==> src/rtl/crc8_frame_appender.sv <==
// crc8_frame_appender -- TX-side framing stage that appends a CRC-8 beat.
//
// A byte stream goes through a one-entry output register. CRC-8 (poly 0x07,
// MSB-first) is accumulated over every accepted payload byte. After the byte
// flagged s_last, one extra beat is inserted that carries (crc ^ XOR_OUT) with
// m_last set. The CRC register then returns to INIT for the next frame.
//
// Parameters:
//   INIT     CRC register value at reset and at the start of each frame
//   XOR_OUT  value XORed onto the accumulated CRC before it is emitted
//
// Ports:
//   clk        clock, rising edge
//   rst_n      synchronous active-low reset
//   s_data     payload byte in
//   s_valid    upstream byte valid
//   s_last     s_data is the final payload byte of the frame
//   s_ready    stage accepts a byte this cycle (combinational from m_ready)
//   m_data     output byte (payload or CRC)
//   m_valid    output beat valid
//   m_last     marks the CRC beat, which ends the frame
//   m_ready    downstream accepts the beat
//   frame_cnt  (CRC8_FRAME_APPENDER_CNT_EN only) count of handshaken last
//              beats, 16-bit, wraps
//
// Optional feature macro: CRC8_FRAME_APPENDER_CNT_EN

// Combinational single-byte CRC-8 step, poly 0x07, MSB-first.
module crc (
  input  logic [7:0] crcIn,
  input  logic [7:0] data,
  output logic [7:0] crcOut
);

  always_comb begin
    logic [7:0] c;
    logic       fb;
    c = crcIn;
    for (int unsigned i = 0; i < 8; i++) begin
      fb = c[7] ^ data[7 - i];
      c  = {c[6:0], 1'b0} ^ (fb ? 8'h07 : 8'h00);
    end
    crcOut = c;
  end

endmodule

module crc8_frame_appender #(
  parameter logic [7:0] INIT    = 8'h00,
  parameter logic [7:0] XOR_OUT = 8'h00
) (
  input  logic       clk,
  input  logic       rst_n,
  input  logic [7:0] s_data,
  input  logic       s_valid,
  input  logic       s_last,
  output logic       s_ready,
  output logic [7:0] m_data,
  output logic       m_valid,
  output logic       m_last,
  input  logic       m_ready
`ifdef CRC8_FRAME_APPENDER_CNT_EN
  ,
  output logic [15:0] frame_cnt
`endif
);

  typedef enum logic {
    PASS,
    APPEND
  } state_t;

  state_t     state;
  logic [7:0] crc_q;
  logic [7:0] crc_next;
  logic       slot_free;
  logic       accept;

  crc u_crc (
    .crcIn (crc_q),
    .data  (s_data),
    .crcOut(crc_next)
  );

  assign slot_free = !m_valid || m_ready;
  // Only m_ready reaches s_ready combinationally; s_valid never does.
  assign s_ready   = rst_n && (state == PASS) && slot_free;
  assign accept    = s_valid && s_ready;

  always_ff @(posedge clk) begin
    if (!rst_n) begin
      state   <= PASS;
      crc_q   <= INIT;
      m_data  <= '0;
      m_valid <= 1'b0;
      m_last  <= 1'b0;
    end else begin
      case (state)
        PASS: begin
          if (accept) begin
            m_data  <= s_data;
            m_last  <= 1'b0;
            m_valid <= 1'b1;
            crc_q   <= crc_next;
            if (s_last) state <= APPEND;
          end else if (slot_free) begin
            m_valid <= 1'b0;
          end
        end
        APPEND: begin
          // Blocks input for one cycle while the CRC beat takes the slot.
          if (slot_free) begin
            m_data  <= crc_q ^ XOR_OUT;
            m_last  <= 1'b1;
            m_valid <= 1'b1;
            crc_q   <= INIT;
            state   <= PASS;
          end
        end
        default: state <= PASS;
      endcase
    end
  end

`ifdef CRC8_FRAME_APPENDER_CNT_EN
  logic [15:0] cnt_q;

  always_ff @(posedge clk) begin
    if (!rst_n) begin
      cnt_q <= '0;
    end else if (m_valid && m_ready && m_last) begin
      cnt_q <= cnt_q + 16'd1;
    end
  end

  assign frame_cnt = cnt_q;
`else
  // No frame counter in this build.
`endif

endmodule
==> config.mk <==
export PLATFORM = sky130hd
export DESIGN_NAME = crc8_frame_appender
export DESIGN_NICKNAME = d
export VERILOG_FILES = /design/src/rtl/crc8_frame_appender.sv
export SDC_FILE = /design/constraint.sdc
export NUM_CORES = 1
export LEC_CHECK = 0
export CORE_UTILIZATION = 50
export CTS_CLUSTER_SIZE = 28
export DETAILED_ROUTE_END_ITERATION = 12
export PLACE_DENSITY = 0.9
export SYNTH_ARGS = -nofsm -noshare
export SYNTH_HDL_FRONTEND = slang
export SYNTH_SLANG_ARGS = --single-unit
==> constraint.sdc <==
create_clock -name clk -period 4.4 [get_ports clk]
set_input_delay 0.66 -clock clk [delete_from_list [all_inputs] [get_ports clk]]
set_output_delay 0.66 -clock clk [all_outputs]
set_load 0.02 [all_outputs]
==> out/results.ini, run 1 <==
[timing]
skew_ns=0.00301
drv_slew=0
rsz0062_at_grt=no
period_share_pct=70.5
tightestPinTransition_ns=0.978
period_needed_ns=3.10
slew_headroom_pct=34.6
finalSetupTns_ns=0
setup_viol=0
fmax_ghz=0.322
hold_viol=0

[global_route]
grtUsageTotal_pct=20.5
grt_overflow_total=0
grt_max_degree=23
antenna_found_initial=0
grt_pass1_vias=902
grt_pass1_wl_um=3910

[routing]
first_iter_violations=14
via_count=931
highest_layer=met4
drt_wl_total_um=2280
viasPerCell=5.61
wl_met3_um=63
drc=0
met2_length_um=1150
wire_per_inst_um=13.8
first_pass_iters=4
wl_met1_um=1050
ant_nets=0

[cts]
clock_path_buffers=2
cts_sinks=19
worstSkewPairLatency_ns=0.29
cts-root-buf=clkbuf_4
cts_resized=0
clk_pin_slew_ns=0.11
postCtsSetupBuffers=0
cts_hold_buffers=0
cts_made_buffers=3
cts_tree=yes
htree_levels=1

[finish]
n_antenna_cell=0
nets=153
nFillCells=169
drive_above_1_share_pct=5.76
syn_to_final_growth_pct=24.0
postLayoutCellArea_um2=1400
stdcell_count=166
utilization_pct=68.3

[critical_path]
cp_slowest_cell=clkdlybuf4s50_1
path_cells=clkdlybuf4s50_1 > nor3b_1 > clkdlybuf4s50_1
required_ns=3.74
max_stage_delay_ns=0.91
setup.worst_path.start_class=input port
crit_type=input port to primary output
crit_path_frequent_cell=clkdlybuf4s50_1
crit_fanout=22
endpoint_kind=primary output
crit_arrival_ns=2.44

[logic_synthesis]
synth_top_area_share_pct=33.8
synth_area_leaders=dfxtp_1 (34%), xnor2_1 (11%), mux2i_1 (7.1%), o211a_1 (7.1%), nand2_1 (5.0%)
ys_seq_area_share_pct=33.8
synth_top_area_cell=dfxtp_1
synth_commonest_cells=dfxtp_1 (19), nand2_1 (15), xnor2_1 (14), mux2i_1 (8), o211a_1 (8)
syn_area_um2=1120
ys_ff_latch=19
postSynthAreaPerCell_um2=9.53
synthesis.nets=131
synth_most_common_cell=dfxtp_1
synth_enable_flop_cells=0
yosysUniqueCellTypes=29
syn_inst=118
async_flop_share_pct=0
synth_flop_cell=dfxtp_1
synth_warnings=0

[placed_design]
io_buffer_count=23
place_area_um2=1370
gp_congestion=0.818
placed_cells=162
dpl.hpwl_um=1620

[pwr]
p_leak_uw=0.000575
irDropWorstVdd_uv=265
powerDensity_nw_per_um2=381

[flow_run]
maxCapViolations=0

[min_path]
hold_class=flop to flop

[die]
core_um2=2040
start_util_pct=55.1
dieArea_um2=2440
chipWidth_um=49.4
fp-row-count=16
die_h_um=49.4
ios=24

[run_status]
status=completed

-- critical path, delay by kind of cell --
family,cells,cell delay (ns)
and+or+nand+nor,1,0.25
buffers and inverters,2,1.54
-- metal layers --
| layer | vias to the layer above | track usage (%) |
|---|---|---|
| met5 | - | 0 |
| met3 | 2 | 4.05 |
| met2 | 18 | 35.4 |
| met1 | 451 | 25.7 |
| li1 | 460 | - |
| met4 | 0 | 6.19 |
-- layout make-up --
class	count	area (um^2)	area share (%)
tap	27	33.8	2.42
sequential	19	380	27.3
timing repair buffer	24	238	17.0
multi-input combinational	92	716	51.3
clock buffer	3	22.5	1.61
clock inverter	1	5.00	0.359
-- registers in the layout, summed over array words and instances, names as in the netlist --
register,count
m_valid,1
m_last,1
crc_q,8
m_data,8
state,1
-- final timing paths --
| kind | cells past startpoint | end | from | slack, ns |
|---|---|---|---|---|
| worst max-delay path | 3 | s_ready | rst_n | 1.30 |
| worst min-delay path | 1 | m_data[2] | m_data[2] | 0.52 |
| worst max register to register | 4 | m_data[0] | state | 2.19 |
| worst min register to register | 1 | m_data[2] | m_data[2] | 0.52 |
-- report_power, final --
group	total (uW)	internal (uW)	leakage [uW]	switching, uW
clock network	86.1	33.8	0.0000177	52.3
registers	220	195	0.000156	25.5
logic	225	124	0.000401	101
total	532	353	0.000575	179
-- per-stage QoR --
step                      total power, uW  hold slack [ns]  setup WS, ns
after floorplan                       389            0.491          2.30
after global placement                437            0.484          1.30
after detailed placement              445            0.490          1.29
after CTS                             534            0.519          1.28
after global routing                  563            0.537          1.20
final                                 532            0.516          1.30
-- cell families (layout without fill, tap and decap cells) --
| kind of cell | count (synthesis) | count (layout) | share of synthesized area (%) |
|---|---|---|---|
| multiplexers | 8 | 8 | 7.12 |
| XOR/XNOR | 21 | 21 | 21.7 |
| buffers and inverters | 7 | 28 | 2.56 |
| AND/OR/NAND/NOR | 37 | 37 | 16.7 |
| flip-flops | 19 | 19 | 33.8 |
| AO/OA/AOI/OAI | 26 | 26 | 18.1 |
-- cells in the final DEF, fill, tap and decap left out, drive strengths merged --
master and instances:
clkdlybuf4s50 23, or2 1, o211ai 1, o211a 8
and2 1, clkinv 1, a22oi 4, or2b 1
mux2i 8, xor2 3, nand3 3, nor3 4
nor2 1, a21oi 4, xor3 3, nor3b 1
buf 1, a21boi 3, o31a 1, dfxtp 19
nor2b 6, nand2b 4, o21ai 1, a31oi 3
xnor3 1, clkbuf 3, o41a 1, xnor2 14
nand2 15
(Power assumes the default switching activity.)
==> run 2: changes to the inputs <==
--- a/config.mk
+++ b/config.mk
@@ -5,10 +5,10 @@
 export SDC_FILE = /design/constraint.sdc
 export NUM_CORES = 1
 export LEC_CHECK = 0
-export CORE_UTILIZATION = 50
+export CORE_UTILIZATION = 49
 export CTS_CLUSTER_SIZE = 28
 export DETAILED_ROUTE_END_ITERATION = 12
-export PLACE_DENSITY = 0.9
+export PLACE_DENSITY = 0.88
 export SYNTH_ARGS = -nofsm -noshare
 export SYNTH_HDL_FRONTEND = slang
 export SYNTH_SLANG_ARGS = --single-unit
==> constraint.sdc (replaced) <==
create_clock -name clk -period 3.1 [get_ports clk]
set_input_delay 0.465 -clock clk [delete_from_list [all_inputs] [get_ports clk]]
set_output_delay 0.465 -clock clk [all_outputs]
set_load 0.02 [all_outputs]
==> run 2 against run 1 <==
- sequential power increased by 39%
- clock power grew 43%
- clock skew grew 0.0032 ns
- first-iteration DRC count fell by 7.1%
- wire length down 3.0%
- sequential cell count did not move
- critical path depth grew 1
- die area increased by 2.0%
- combinational power is 42% higher
- critical endpoint unchanged
==> out/results.ini, run 2 (synthesis results as in run 1) <==
[global_route]
grt_pass1_wl_um=3640  ; -6.9%
antenna_found_initial=0  ; unchanged
grt_pass1_vias=849  ; -5.9%
grt_overflow_total=0  ; unchanged
grtUsageTotal_pct=19.2  ; -1.3 points
grt_max_degree=23  ; unchanged

[timing]
period_share_pct=73.1
slew_headroom_pct=57.4  ; +23 points
fmax_ghz=0.441
rsz0062_at_grt=no
finalSetupTns_ns=0  ; unchanged
hold_viol=0  ; unchanged
skew_ns=0.00618  ; +0.00317 ns
tightestPinTransition_ns=0.634  ; -0.343 ns
setup_viol=0  ; unchanged
drv_slew=0  ; unchanged
period_needed_ns=2.27

[placed_design]
gp_congestion=0.812  ; -0.76%
dpl.hpwl_um=1640  ; +1.2%
io_buffer_count=23  ; unchanged

[critical_path]
crit_arrival_ns=1.80  ; -0.64 ns
critical_path_buf_inv_count=2  ; unchanged
reg2reg_depth=5  ; +1
required_ns=2.63  ; -1.11 ns
endpoint_kind=primary output
cp_slowest_cell=clkdlybuf4s50_1
r2r-start=crc_q[3]
cp_num_cells=4  ; +1
path_cells=clkdlybuf4s50_1 > nor2b_1 > nor3b_1 > clkdlybuf4s50_1
crit_type=input port to primary output
cp_top_family=buffers and inverters
setup.worst_path.start_class=input port
crit_fanout=2  ; -91%
crit_path_frequent_cell=clkdlybuf4s50_1
r2r_slack_ns=1.46  ; -0.73 ns
r2r_end=crc_q[4]
critPathCapture=s_ready
max_stage_delay_ns=0.63  ; -0.28 ns
crit_start=m_ready

[flow_run]
maxCapViolations=0  ; unchanged

[cts]
postCtsSetupBuffers=0  ; unchanged
cts_resized=0  ; unchanged
cts_made_buffers=3  ; unchanged
clk_pin_slew_ns=0.10  ; about the same
worstSkewPairLatency_ns=0.30  ; about the same
cts_tree=yes
clock_path_buffers=2  ; unchanged
cts_hold_buffers=0  ; unchanged
cts-root-buf=clkbuf_4
cts_sinks=19  ; unchanged
htree_levels=1  ; unchanged

[die]
core_um2=2060  ; +0.98%
dieArea_um2=2490  ; +2.0%
ios=24  ; unchanged
chipWidth_um=49.9  ; +0.97%
die_h_um=49.9  ; +0.97%
start_util_pct=54.6  ; -0.53 points
fp-row-count=16  ; unchanged

[finish]
n_antenna_cell=0  ; unchanged
final_common_cell=clkdlybuf4s50_1
nets=156  ; +2.0%
nFillCells=167  ; -1.2%
syn_to_final_growth_pct=26.0
drive_above_1_share_pct=7.75  ; +2.0 points
mostFrequentLayoutCells=clkdlybuf4s50_1 (23), dfxtp_1 (19), nand2_1 (15), xnor2_1 (14)
utilization_pct=68.8  ; +0.43 points
top_regs=crc_q x8, m_data x8

[run_status]
status=completed

[min_path]
whs_path_depth=1  ; unchanged
hold_class=flop to flop

[routing]
first_iter_violations=13  ; -1
drc=0  ; unchanged
via_count=908  ; -2.5%
ant_nets=0  ; unchanged
first_pass_iters=4  ; unchanged
drt_wl_total_um=2220  ; -3.0%
viasPerCell=5.37  ; -4.2%
wire_per_inst_um=13.1  ; -4.7%

[pwr]
irDropWorstVdd_uv=373  ; +40%
powerDensity_nw_per_um2=529  ; +39%
p_leak_uw=0.000591  ; +2.6%

[run 2: cell count changes in the layout (fill, tap and decap cells not counted)]
cell   delta
buf_4     +3
[run 2: stage by stage]
step	cell area [um^2]	cells	setup slack, ns	hold slack, ns	power (uW)
final	1420	169	0.835	0.507	750
after global routing	1420	169	0.785	0.542	803
after CTS	1420	169	0.824	0.510	758
after detailed placement	1390	165	0.823	0.486	634
after global placement	1390	165	0.858	0.486	622
after floorplan	1120	118	1.36	0.491	553
[run 2: worst min-delay path by stage]
stage	start	to	slack (ns)
CTS	m_data[4]	m_data[4]	0.51
detailed placement	m_data[2]	m_data[2]	0.49
global route	m_data[3]	m_data[3]	0.54
finish	m_data[2]	m_data[2]	0.51
global placement	m_data[6]	m_data[6]	0.49
floorplan	crc_q[0]	crc_q[0]	0.49
[run 2: cell type report]
type | instances | area [um^2] | share of cell area (%)
tap | 27 | 33.8 | 2.38
multi-input combinational | 92 | 716 | 50.5
clock inverter | 1 | 5.00 | 0.353
sequential | 19 | 380 | 26.8
timing repair buffer | 27 | 260 | 18.4
clock buffer | 3 | 22.5 | 1.59
[run 2: worst reg2reg max path: cells and delay by family (launching register included)]
| family | cells | cell delay, ns |
|---|---|---|
| flip-flops | 1 | 0.34 |
| XOR/XNOR | 2 | 0.80 |
| AO/OA/AOI/OAI | 3 | 0.43 |
[run 2: power by group]
part | internal [uW] | switching [uW]
Sequential | 276 | 30.0
Clock | 48.1 | 74.9
Combinational | 179 | 142
[run 2: layer usage]
metal	wire [um]	GRT usage, %	vias up
li1	-	-	466
met4	46	10.0	0
met5	0	0	-
met1	1010	22.4	426
met3	37	0.926	5
met2	1120	34.9	11
==> run 3: changes to the inputs <==
--- a/config.mk
+++ b/config.mk
@@ -5,10 +5,10 @@
 export SDC_FILE = /design/constraint.sdc
 export NUM_CORES = 1
 export LEC_CHECK = 0
-export CORE_UTILIZATION = 49
+export CORE_UTILIZATION = 45
 export CTS_CLUSTER_SIZE = 28
 export DETAILED_ROUTE_END_ITERATION = 12
-export PLACE_DENSITY = 0.88
+export PLACE_DENSITY = 0.86
 export SYNTH_ARGS = -nofsm -noshare
 export SYNTH_HDL_FRONTEND = slang
 export SYNTH_SLANG_ARGS = --single-unit
==> constraint.sdc (replaced) <==
create_clock -name clk -period 1.8 [get_ports clk]
set_input_delay 0.27 -clock clk [delete_from_list [all_inputs] [get_ports clk]]
set_output_delay 0.27 -clock clk [all_outputs]
set_load 0.02 [all_outputs]
==> run 3 against run 2 <==
- die area rose by 8.5%
- core utilization decreased by 3.5 points
- first-iteration DRC count down 31%
- via count is 4.3% higher
- non-clock buffer count is 9 higher
- sequential share of layout area shrank 1.2 points
- critical endpoint unchanged
- cell count up 5.9%
- total power up 80%
==> out/results.ini, run 3 (synthesis results as in run 1) <==
[run_status]
status=completed

[cts]
clk_pin_slew_ns=0.10  ; about the same
cts_sinks=19  ; unchanged
cts_resized=1  ; +1
clock_path_buffers=2  ; unchanged
cts_tree=yes
cts-root-buf=clkbuf_4
cts_made_buffers=3  ; unchanged
cts_hold_buffers=0  ; unchanged
htree_levels=1  ; unchanged
postCtsSetupBuffers=0  ; unchanged
worstSkewPairLatency_ns=0.30  ; about the same

[routing]
first_pass_iters=5  ; +1
via_count=947  ; +4.3%
ant_nets=0  ; unchanged
wire_per_inst_um=14.4  ; +10%
drc=0  ; unchanged
viasPerCell=5.29  ; -1.5%
first_iter_violations=9  ; -4
drt_wl_total_um=2580  ; +17%

[die]
fp-row-count=17  ; +1
die_h_um=52.0  ; +4.2%
dieArea_um2=2700  ; +8.5%
ios=24  ; unchanged
start_util_pct=49.4  ; -5.1 points
chipWidth_um=52.0  ; +4.2%
core_um2=2280  ; +10%

[timing]
period_share_pct=91.8
drv_slew=0  ; unchanged
rsz0062_at_grt=no
hold_viol=0  ; unchanged
slew_headroom_pct=77.8  ; +20 points
setup_viol=0  ; unchanged
tightestPinTransition_ns=0.331  ; -0.303 ns
fmax_ghz=0.605
period_needed_ns=1.65
skew_ns=0.0102  ; +0.00403 ns

[finish]
stdcell_count=179  ; +5.9%
drive_above_1_share_pct=13.2  ; +5.5 points
utilization_pct=65.3  ; -3.5 points
syn_to_final_growth_pct=32.0
nFillCells=196  ; +17%
top_regs=crc_q x8, m_data x8
final_common_cell=clkdlybuf4s50_1
n_antenna_cell=0  ; unchanged
mostFrequentLayoutCells=clkdlybuf4s50_1 (22), dfxtp_1 (19), nand2_1 (15), xnor2_1 (14), buf_4 (13)
nets=165  ; +5.8%

[critical_path]
max_stage_delay_ns=0.47  ; -0.16 ns
cp_top_family=buffers and inverters
critical_path_buf_inv_count=2  ; unchanged
crit_arrival_ns=1.38  ; -0.42 ns
crit_fanout=2  ; unchanged
crit_type=input port to primary output
path_cells=clkdlybuf4s50_1 > nor2b_1 > nor3b_1 > dlygate4sd2_1
endpoint_kind=primary output
required_ns=1.53  ; -1.10 ns
setup.worst_path.start_class=input port
cp_slowest_cell=clkdlybuf4s50_1

[global_route]
grtUsageTotal_pct=21.0  ; +1.8 points
grt_pass1_wl_um=4230  ; +16%
grt_max_degree=22  ; -4.3%
grt_overflow_total=0  ; unchanged
grt_pass1_vias=956  ; +13%
antenna_found_initial=0  ; unchanged

[placed_design]
dpl.hpwl_um=1930  ; +18%
gp_congestion=0.784  ; -3.4%
io_buffer_count=23  ; unchanged
placed_cells=175  ; +6.1%

[min_path]
hold_class=flop to flop

[pwr]
p_leak_uw=0.000637  ; +7.8%
powerDensity_nw_per_um2=907  ; +72%
irDropWorstVdd_uv=637  ; +71%

[flow_run]
maxCapViolations=0  ; unchanged

[run 3: changes by cell type in the layout (fill, tap and decap cells not counted)]
cell and delta:
buf_4 +9, clkdlybuf4s50_1 -1, dlygate4sd2_1 +1
[run 3: per-stage QoR]
stage | setup slack (ns) | hold slack [ns] | area (um^2) | total power (uW) | setup TNS, ns
global placement | -0.0528 | 0.485 | 1460 | 1110 | -0.0643
floorplan | 0.258 | 0.491 | 1120 | 952 | 0
finish | 0.148 | 0.512 | 1490 | 1350 | 0
detailed placement | -0.142 | 0.487 | 1460 | 1140 | -0.454
global route | 0.0605 | 0.537 | 1490 | 1430 | 0
CTS | 0.142 | 0.518 | 1490 | 1360 | 0
[run 3: area by class of cell]
class                      instances  area [um^2]  area share [%]
tap                               28         35.0            2.36
multi-input combinational         92          716            48.2
clock buffer                       3         22.5            1.52
sequential                        19          380            25.6
clock inverter                     1         5.00           0.337
timing repair buffer              36          327            22.0
[run 3: layer usage]
| layer | up-vias | part of all wire (%) | track usage, % |
|---|---|---|---|
| li1 | 478 | - | - |
| met1 | 443 | 46 | 26.1 |
| met5 | - | 0 | 0 |
| met2 | 24 | 50 | 37.6 |
| met3 | 2 | 3.3 | 2.05 |
| met4 | 0 | 0.62 | 6.76 |
[run 3: path summary, 6_finish.rpt]
| check | startpoint | to | slack (ns) | depth (start not counted) |
|---|---|---|---|---|
| hold / removal | m_data[5] | m_data[5] | 0.51 | 1 |
| setup reg to reg | crc_q[6] | crc_q[2] | 0.16 | 4 |
| hold reg to reg | m_data[5] | m_data[5] | 0.51 | 1 |
| setup / recovery | m_ready | s_ready | 0.15 | 4 |
[run 3: worst reg2reg max path, cell delays in order (launching register included)]
cell and delay [ns]:
dfxtp_1 0.44, xor3_2 0.53, xnor3_1 0.37, nand3_1 0.10
o211ai_1 0.09
[run 3: power by group]
part           total [uW]  switching [uW]  internal (uW)  leakage (uW)
Sequential            529            53.0            476      0.000156
Combinational         600             266            334      0.000463
Clock                 218             135           82.9     0.0000177
